==> config.mk <==
export PLATFORM = sky130hd
export DESIGN_NAME = uart_rx_engine_flat
export DESIGN_NICKNAME = d
export VERILOG_FILES = /design/src/rtl/uart_rx_engine_if.sv /design/src/rtl/uart_rx_engine.sv /design/src/flat_wrapper.sv
export SDC_FILE = /design/constraint.sdc
export NUM_CORES = 1
export LEC_CHECK = 0
export CAP_MARGIN = 15
export CORE_ASPECT_RATIO = 0.9
export CORE_MARGIN = 4
export CORE_UTILIZATION = 60
export CTS_CLUSTER_SIZE = 8
export DETAILED_ROUTE_END_ITERATION = 10
export GPL_TIMING_DRIVEN = 0
export PLACE_DENSITY = 0.8
export REMOVE_ABC_BUFFERS = 1
export SLEW_MARGIN = 30
export SYNTH_ARGS = -nofsm -noshare
export SYNTH_HDL_FRONTEND = slang
export SYNTH_SLANG_ARGS = --single-unit
export TNS_END_PERCENT = 10
==> constraint.sdc <==
create_clock -name clk -period 2.5 [get_ports clk]
set_input_delay 0.5 -clock clk [delete_from_list [all_inputs] [get_ports clk]]
set_output_delay 0.5 -clock clk [all_outputs]
set_load 0.02 [all_outputs]
==> src/rtl/uart_rx_engine_if.sv <==
// Read-side bus between the UART receive engine and the register interface.
interface uart_rx_engine_if;
    logic [7:0] rx_data;
    logic       rxrdy;
    logic       perr;
    logic       ferr;
    logic       ovf;
    logic       read;

    modport master (output rx_data, rxrdy, perr, ferr, ovf, input read);
    modport slave  (input rx_data, rxrdy, perr, ferr, ovf, output read);
endinterface

==> src/rtl/uart_rx_engine.sv <==
// UART receive engine: synchronizes RX, samples mid-bit, deframes start/data/parity/stop
// and presents the character with ready/parity/framing/overrun status.
module uart_rx_engine #(
    parameter int unsigned BIT_TIME_OVERRIDE = 0,
    parameter int unsigned HALF_MIN          = 2
) (
    input  logic              clk,
    input  logic              rst_n,
    input  logic [3:0]        baud_value_i,
    input  logic              eight_i,
    input  logic              pen_i,
    input  logic              ohel_i,
    input  logic              rx_i,
    uart_rx_engine_if.master  rd_if
);

    localparam int unsigned CNT_W = 19;
    localparam logic [CNT_W-1:0] OVR_K      = CNT_W'(BIT_TIME_OVERRIDE);
    localparam logic [CNT_W-1:0] HALF_MIN_K = CNT_W'(HALF_MIN);

    typedef enum logic [1:0] {IDLE, START, SHIFT, STOP} state_e;

    function automatic logic [CNT_W-1:0] table_k(input logic [3:0] b);
        logic [CNT_W-1:0] k;
        case (b)
            4'd0:    k = 19'd333333;
            4'd1:    k = 19'd83333;
            4'd2:    k = 19'd41667;
            4'd3:    k = 19'd20833;
            4'd4:    k = 19'd10417;
            4'd5:    k = 19'd5208;
            4'd6:    k = 19'd2604;
            4'd7:    k = 19'd1736;
            4'd8:    k = 19'd868;
            4'd9:    k = 19'd434;
            4'd10:   k = 19'd217;
            default: k = 19'd109;
        endcase
        return k;
    endfunction

    state_e           state_q;
    logic             sync1_q, sync2_q, hist_q;
    logic [1:0]       warm_q;
    logic [CNT_W-1:0] cnt_q, k_q;
    logic             eight_q, pen_q, ohel_q;
    logic [3:0]       idx_q;
    logic [8:0]       shift_q;
    logic [7:0]       rx_data_q;
    logic             rxrdy_q, perr_q, ferr_q, ovf_q;

    logic [CNT_W-1:0] k_d, half_d;
    logic             start_edge_c, expire_c, done_c, par_bit_c, perr_c;
    logic [3:0]       last_idx_c;
    logic [7:0]       data_c;

    always_comb begin
        k_d          = (BIT_TIME_OVERRIDE != 0) ? OVR_K : table_k(baud_value_i);
        half_d       = ((k_d >> 1) < HALF_MIN_K) ? HALF_MIN_K : (k_d >> 1);
        start_edge_c = hist_q & ~sync2_q;
        expire_c     = (cnt_q == 19'd1);
        last_idx_c   = (eight_q ? 4'd7 : 4'd6) + {3'b000, pen_q};
        data_c       = eight_q ? shift_q[7:0] : {1'b0, shift_q[6:0]};
        par_bit_c    = eight_q ? shift_q[8] : shift_q[7];
        perr_c       = pen_q & ((^data_c ^ par_bit_c) != ohel_q);
        done_c       = (state_q == STOP) & expire_c;
    end

    // History stays low until the synchronizer carries real line samples,
    // so a line already low at reset release cannot look like a start edge.
    always_ff @(posedge clk or negedge rst_n) begin
        if (!rst_n) begin
            state_q   <= IDLE;
            sync1_q   <= 1'b1;
            sync2_q   <= 1'b1;
            hist_q    <= 1'b0;
            warm_q    <= 2'b00;
            cnt_q     <= '0;
            k_q       <= '0;
            eight_q   <= 1'b0;
            pen_q     <= 1'b0;
            ohel_q    <= 1'b0;
            idx_q     <= '0;
            shift_q   <= '0;
            rx_data_q <= '0;
            rxrdy_q   <= 1'b0;
            perr_q    <= 1'b0;
            ferr_q    <= 1'b0;
            ovf_q     <= 1'b0;
        end else begin
            sync1_q <= rx_i;
            sync2_q <= sync1_q;
            warm_q  <= {warm_q[0], 1'b1};
            hist_q  <= warm_q[1] ? sync2_q : 1'b0;

            case (state_q)
                IDLE: begin
                    if (start_edge_c) begin
                        cnt_q   <= half_d;
                        k_q     <= k_d;
                        eight_q <= eight_i;
                        pen_q   <= pen_i;
                        ohel_q  <= ohel_i;
                        state_q <= START;
                    end
                end
                START: begin
                    if (!expire_c) begin
                        cnt_q <= cnt_q - 19'd1;
                    end else if (!sync2_q) begin
                        cnt_q   <= k_q;
                        idx_q   <= '0;
                        state_q <= SHIFT;
                    end else begin
                        state_q <= IDLE;
                    end
                end
                SHIFT: begin
                    if (!expire_c) begin
                        cnt_q <= cnt_q - 19'd1;
                    end else begin
                        shift_q[idx_q] <= sync2_q;
                        cnt_q          <= k_q;
                        if (idx_q == last_idx_c) state_q <= STOP;
                        else                     idx_q   <= idx_q + 4'd1;
                    end
                end
                STOP: begin
                    if (!expire_c) cnt_q   <= cnt_q - 19'd1;
                    else           state_q <= IDLE;
                end
                default: state_q <= IDLE;
            endcase

            // A completion outranks a read landing in the same cycle.
            if (done_c) begin
                rx_data_q <= data_c;
                ferr_q    <= ~sync2_q;
                perr_q    <= perr_c;
                ovf_q     <= rxrdy_q & ~rd_if.read;
                rxrdy_q   <= 1'b1;
            end else if (rd_if.read) begin
                rxrdy_q <= 1'b0;
                perr_q  <= 1'b0;
                ferr_q  <= 1'b0;
                ovf_q   <= 1'b0;
            end
        end
    end

    assign rd_if.rx_data = rx_data_q;
    assign rd_if.rxrdy   = rxrdy_q;
    assign rd_if.perr    = perr_q;
    assign rd_if.ferr    = ferr_q;
    assign rd_if.ovf     = ovf_q;

endmodule

==> src/flat_wrapper.sv <==
// flat-port wrapper written by rule: the top's interface ports become plain ports
module uart_rx_engine_flat 
#(
    parameter int unsigned BIT_TIME_OVERRIDE = 0,
    parameter int unsigned HALF_MIN          = 2
)
  (clk, rst_n, baud_value_i, eight_i, pen_i, ohel_i, rx_i, rd_if_rx_data, rd_if_rxrdy, rd_if_perr, rd_if_ferr, rd_if_ovf, rd_if_read);
  uart_rx_engine_if rd_if_i ();
  input  logic clk;
  input  logic rst_n;
  input  logic [3:0] baud_value_i;
  input  logic eight_i;
  input  logic pen_i;
  input  logic ohel_i;
  input  logic rx_i;
  output wire logic [$bits(rd_if_i.rx_data)-1:0] rd_if_rx_data;
  output wire logic [$bits(rd_if_i.rxrdy)-1:0] rd_if_rxrdy;
  output wire logic [$bits(rd_if_i.perr)-1:0] rd_if_perr;
  output wire logic [$bits(rd_if_i.ferr)-1:0] rd_if_ferr;
  output wire logic [$bits(rd_if_i.ovf)-1:0] rd_if_ovf;
  input wire logic [$bits(rd_if_i.read)-1:0] rd_if_read;
  assign rd_if_rx_data = rd_if_i.rx_data;
  assign rd_if_rxrdy = rd_if_i.rxrdy;
  assign rd_if_perr = rd_if_i.perr;
  assign rd_if_ferr = rd_if_i.ferr;
  assign rd_if_ovf = rd_if_i.ovf;
  assign rd_if_i.read = rd_if_read;
  uart_rx_engine #(.BIT_TIME_OVERRIDE(BIT_TIME_OVERRIDE), .HALF_MIN(HALF_MIN)) u_core (.clk(clk), .rst_n(rst_n), .baud_value_i(baud_value_i), .eight_i(eight_i), .pen_i(pen_i), .ohel_i(ohel_i), .rx_i(rx_i), .rd_if(rd_if_i));
endmodule
Word level (Yosys, flattened, before mapping)
Memory sizes are Yosys's and may differ from the RTL's.
Index checks and enable logic that the tools add are counted.
- reductions and logical operators: 10
- add/subtract/negate cells: 3
- bitwise gates (word level): 7
- eq/ne operators: 15
- mux-type cells: 31
- $lt $le $gt $ge: 3
- operators with widths (kind ; count):
    $mux W19 ; 5
    $pmux W19 S4 ; 1
    $eq A19 B1 Y1 const B ; 1
    $sub A19 B1 Y19 const B ; 1
    $lt A18 B2 Y1 const B ; 1
    $mux W18 ; 1
    $mux W4 ; 4
    $mux W2 ; 6
    $ne A2 B1 Y1 const B ; 5
    $reduce_and A5 Y1 ; 2
    $bwmux W9 ; 1
    $mux W1 ; 9
    $mux W8 ; 1
    $pmux W2 S4 ; 1
    $pmux W4 S2 ; 1
    $reduce_xor A8 Y1 ; 1
    $ne A2 B2 Y1 const B ; 3
    $lt A4 B5 Y1 const B ; 1
    $add A4 B1 Y4 ; 1
    $add A4 B1 Y4 const B ; 1
    $and A1 B1 Y1 ; 4
    $demux W1 S4 ; 1
    $eq A2 B2 Y1 const B ; 2
    $eq A4 B4 Y1 ; 1
    other kinds (11) ; 14
- bits in registers: 73
- logic and storage cells: 87
- input bits: 11
- ROM bits: 288
- output and inout bits: 12
- memories kept: 1
- memory list (name ; words ; bits a word ; read ports ; clocked after memory_dff ; write ports ; line ; source):
    (name not given) ; 16 ; 18 ; 1 ; 0 ; 0 ; uart_rx_engine.sv:25 ; case (b)

Longest topological paths before layout
- depth after elaboration: 6
- mapped depth: 9
- mapped depth without buffers: 7

Worst setup path before layout
OpenSTA, ideal clock, no wires.
- path kind: register -> register
- from: reg u_core.cnt_q[1]
- to: reg u_core.shift_q[2]
- setup time: 0.127 ns
- required time: 2.373 ns
- clock period less this slack: 2.294 ns
- data arrival time: 2.167 ns
- cell stages (with the launch flop): 10
- buffers on the path: 2
- slack: 0.206 ns
- path through: dfrtp_1 > inv_1 > ha_1 > or4b_1 > or2_1 > buf_2 > nor2_4 > buf_4 > nand4_1 > mux2_1
- longest elaborated chain between the ends: 2
- ends and longest elaborated chain (element ; line ; source):
    start, declared ; uart_rx_engine.sv:45 ; logic [CNT_W-1:0] cnt_q, k_q;
    start signal, assigned ; uart_rx_engine.sv:99 ; cnt_q <= half_d;
    start signal, assigned ; uart_rx_engine.sv:109 ; cnt_q <= cnt_q - 19'd1;
    start signal, assigned ; uart_rx_engine.sv:111 ; cnt_q <= k_q;
    $eq A19 B1 Y1 ; uart_rx_engine.sv:61 ; expire_c = (cnt_q == 19'd1);
    $reduce_and A2 Y1 (no line) ; n/a ;
    end signal, assigned by index ; uart_rx_engine.sv:122 ; shift_q[idx_q] <= sync2_q;
    end, declared ; uart_rx_engine.sv:48 ; logic [8:0] shift_q;
Every way passes these cells.
A chain may end at the register's enable or synchronous reset.

Worst setup path after layout
- from: reg u_core.cnt_q[1]
- to: reg u_core.cnt_q[4]
- longest elaborated chain between the ends: 3
- elaborated cells on any way between the ends: 9
- classes of those cells: 1 x add/sub; 3 x eq/ne; 4 x mux; 1 x reduce/logical
- ends and longest elaborated chain (element ; line ; source):
    $sub A19 B1 Y19 / $eq A19 B1 Y1 (equally long branches) ; n/a ;
    $mux W19, or another cell as far along ; uart_rx_engine.sv:129 ; if (!expire_c) cnt_q <= cnt_q - 19'd1;
    $pmux W19 S4 / $reduce_and A3 Y1 (equally long branches) ; n/a ;
Several ways; a longest one is shown, not always the timed one. The select of a mux whose other input is x is not followed.

==> key figures <==
Run status
  • Status: finished, violations left
  • Failing checks: setup timing

Placed design
  • IO Port Bufs: 22
  • Dpl ws: -0.5728 ns
  • GP Congestion: 0.9109
  • Placed cells: 537
  • Final HPWL DP: 7484 um

Yosys
  • Yosys Warn Count: 0
  • Post-Synthesis Cells: 446
  • Post-synthesis sequential area ratio: 41.87%
  • Ranking of synthesized cells by area: dfrtp_1 (41%), mux2_1 (5.2%), ha_1 (4.6%)
  • Async SR Flop Fraction: 100.0%
  • Share of Yosys cell area claimed by the top area cell type: 40.65%
  • Post-synth EDFFs: 0
  • Post-synth cell types: 75
  • Count leader, synth: dfrtp_1
  • Netlist Area Pre-Place: 4309 um^2
  • FF+latch count, synth: 72
  • Post-synth top area cell: dfrtp_1
  • Post-synth top cells: dfrtp_1 (70), nand2_1 (37), nor2_1 (22)
  • Main synth FF type: dfrtp_1
  • Syn_area_per_cell: 9.662 um^2

Detailed routing
  • WL final: 11330 um
  • DR iter-0 viols: 437
  • Final ANT Viol Nets: 0
  • Drt first pass iters: 6
  • WL/cell: 20.15 um
  • Drt drc: 0
  • Via count: 3845
  • Via density: 6.842

Power and ir drop
  • Maximum vdd drop: 749.8 uV
  • Lkg Pwr: 2.116 nW
  • Pwr dens: 1171 nW/um^2

Final layout
  • Syn-to-layout area delta: 15.19%
  • Register area: 1804 um^2
  • Non-filler cells, final: 562
  • Layout cells sized above 1: 13.01%
  • Area of the multi-input gates: 2421 um^2
  • Diode count: 0
  • Final nets: 491
  • Fillers: 503

Setup path
  • Crit end category: flop
  • Arr. time, crit path: 2.79 ns
  • Critical path type: reg2reg
  • CP required: 2.76 ns
  • Max incr delay on CP: 0.58 ns
  • Max FO, Critical Path: 11
  • Worst path cell trace: inv_1 > ha_1 > or4b_1 > or2_4 > nor3_4 > buf_12 > a22oi_1 > o211ai_1
  • Slowest CP cell: or4b_1
  • CP startpoint kind: flop

Die
  • I/O pin cnt: 23
  • CORE AREA: 7003 um^2
  • Full die area: 8603 um^2
  • Die Ht: 88.40 um
  • FP Rows: 29
  • Chip Width: 97.33 um
  • Initial core utilization: 61.53%

Clock tree
  • TritonCTS buffer count: 9
  • Clk_lat worst skew: 0.36 ns
  • Clk sinks: 72
  • Clk buf depth: 2
  • CTS tree: built
  • CTS Root Buffer Type: clkbuf_8
  • CTS clk-pin slew, worst paths: 0.08 ns
  • H-tree depth: 3

Timing
  • Clk_skew: 0.01045 ns
  • Setup violators final: 1
  • Unrepaired setup endpoints after global routing: true
  • Count of final hold-check violations: 0
  • Tmin final: 2.527 ns
  • Hold WS: 0.1368 ns
  • Max Clk Rate: 395.8 MHz
  • Fin crit share: 101.1%
  • Slew HR: 56.24%
  • Total negative slack: -0.02652 ns
  • Max Slew Vio Count: 0
  • Worst-margin pin slew: 0.6503 ns
  • Setup WS post-layout: -0.02652 ns

Global route
  • Vias in the first global route: 3625
  • Global Route Usage Sum: 26.97%
  • GRT Residual Overflow: 0
  • Antenna violations before repair: 0
  • Largest net degree at the start of global routing: 47
  • First-pass GRT wire length: 18580 um

Worst hold path
  • HP Class: in2async

Run
  • Max-Cap Viols: 0
## registers in the layout, indices dropped and copies added (netlist names), named ones only
register,count
u_core.idx_q,4
u_core.hist_q,1
u_core.rd_if.rxrdy,1
u_core.cnt_q,19
u_core.shift_q,9
u_core.rd_if.perr,1
u_core.ohel_q,1
u_core.eight_q,1
u_core.k_q,18
u_core.state_q,1
u_core.rd_if.ferr,1
u_core.sync2_q,1
u_core.rd_if.ovf,1
u_core.rd_if.rx_data,8
u_core.warm_q,2
u_core.pen_q,1
u_core.sync1_q,1
## critical path: cells and delay by family (launching register included)
family,cells,cell delay [ns]
buffers and inverters,2,0.26
DFF,1,0.42
and+or+nand+nor,3,1.21
AOI/OAI and AO/OA,2,0.38
adders and majority gates,1,0.16
## cells in the final DEF (no fill, tap or decap), types with 9 or more instances in the layout
cell type | Yosys | layout
dfrtp_1 | 70 | 70
nand4_1 | 16 | 16
ha_1 | 16 | 14
nand3_1 | 11 | 10
nor2_1 | 22 | 21
mux2_1 | 20 | 20
o21ai_1 | 16 | 15
o21ai_0 | 19 | 19
clkbuf_8 | 0 | 9
inv_1 | 18 | 18
nand2_1 | 37 | 37
nor3_1 | 12 | 11
clkdlybuf4s50_1 | 0 | 20
## metrics by stage
step	power (mW)	utilization [%]	area (um^2)
finish	5.811	70.88	4964
detailed placement	4.283	65.25	4569
global route	6.109	70.88	4964
CTS	5.552	69.79	4887
floorplan	3.543	-	4194
global placement	4.142	64.70	4531
## timing repair
action	4_1_cts	5_1_grt
pin swaps	5	3
endpoints found under the setup margin	66	38
resized for setup	12	10
hold buffers	0	0
hold endpoints to repair	0	0
gates cloned	0	1
setup buffers	7	1
## power breakdown
| part | internal [mW] | switching [mW] |
|---|---|---|
| clock | 0.567 | 0.467 |
| combinational | 1.04 | 1.92 |
| sequential | 1.49 | 0.334 |
| total | 3.09 | 2.72 |
## metal layers
layer / track usage (%) / part of all wire, % / vias to the layer above
li1: - / - / 1707
met5: 0 / 0 / -
met1: 39.35 / 43 / 1839
met3: 4.807 / 10 / 48
met4: 7.673 / 2.2 / 0
met2: 41.92 / 45 / 251
## worst paths after layout
| kind | slack, ns | cells past startpoint | from | end |
|---|---|---|---|---|
| setup / recovery | -0.03 | 8 | u_core.cnt_q[1]$_DFFE_PN0P_ | u_core.cnt_q[4]$_DFFE_PN0P_ |
| max in group asynchronous | 1.78 | 2 | rst_n | u_core.cnt_q[2]$_DFFE_PN0P_ |
| setup reg to reg | -0.03 | 8 | u_core.cnt_q[1]$_DFFE_PN0P_ | u_core.cnt_q[4]$_DFFE_PN0P_ |
| hold / removal | 0.14 | 1 | rst_n | u_core.rd_if.rx_data[5]$_DFFE_PN0P_ |
| hold reg to reg | 0.36 | 0 | u_core.warm_q[0]$_DFF_PN0_ | u_core.warm_q[1]$_DFF_PN0_ |
| min in group clk | 0.36 | 0 | u_core.warm_q[0]$_DFF_PN0_ | u_core.warm_q[1]$_DFF_PN0_ |
## cell type report
class / instances / share of cell area (%)
Sequential cell: 72 / 36.35
Clock buffer: 10 / 2.571
Tap cell: 93 / 2.344
Inverter: 19 / 1.462
Clock inverter: 6 / 1.865
Timing Repair Buffer: 32 / 6.630
Multi-Input combinational cell: 330 / 48.78
## cell families (layout without fill, tap and decap cells)
kind of cell	count (synthesis)	after routing	synth area share, %
other	1	1	0.08702
adders and majority gates	16	16	4.646
xor gates and xnor gates	10	10	2.033
and+or+nand+nor	148	149	18.82
AOI/OAI and AO/OA	126	126	21.02
muxes	28	28	7.201
DFF	72	72	41.87
buffers and inverters	45	67	4.326
Power figures use the tool's default switching activity.
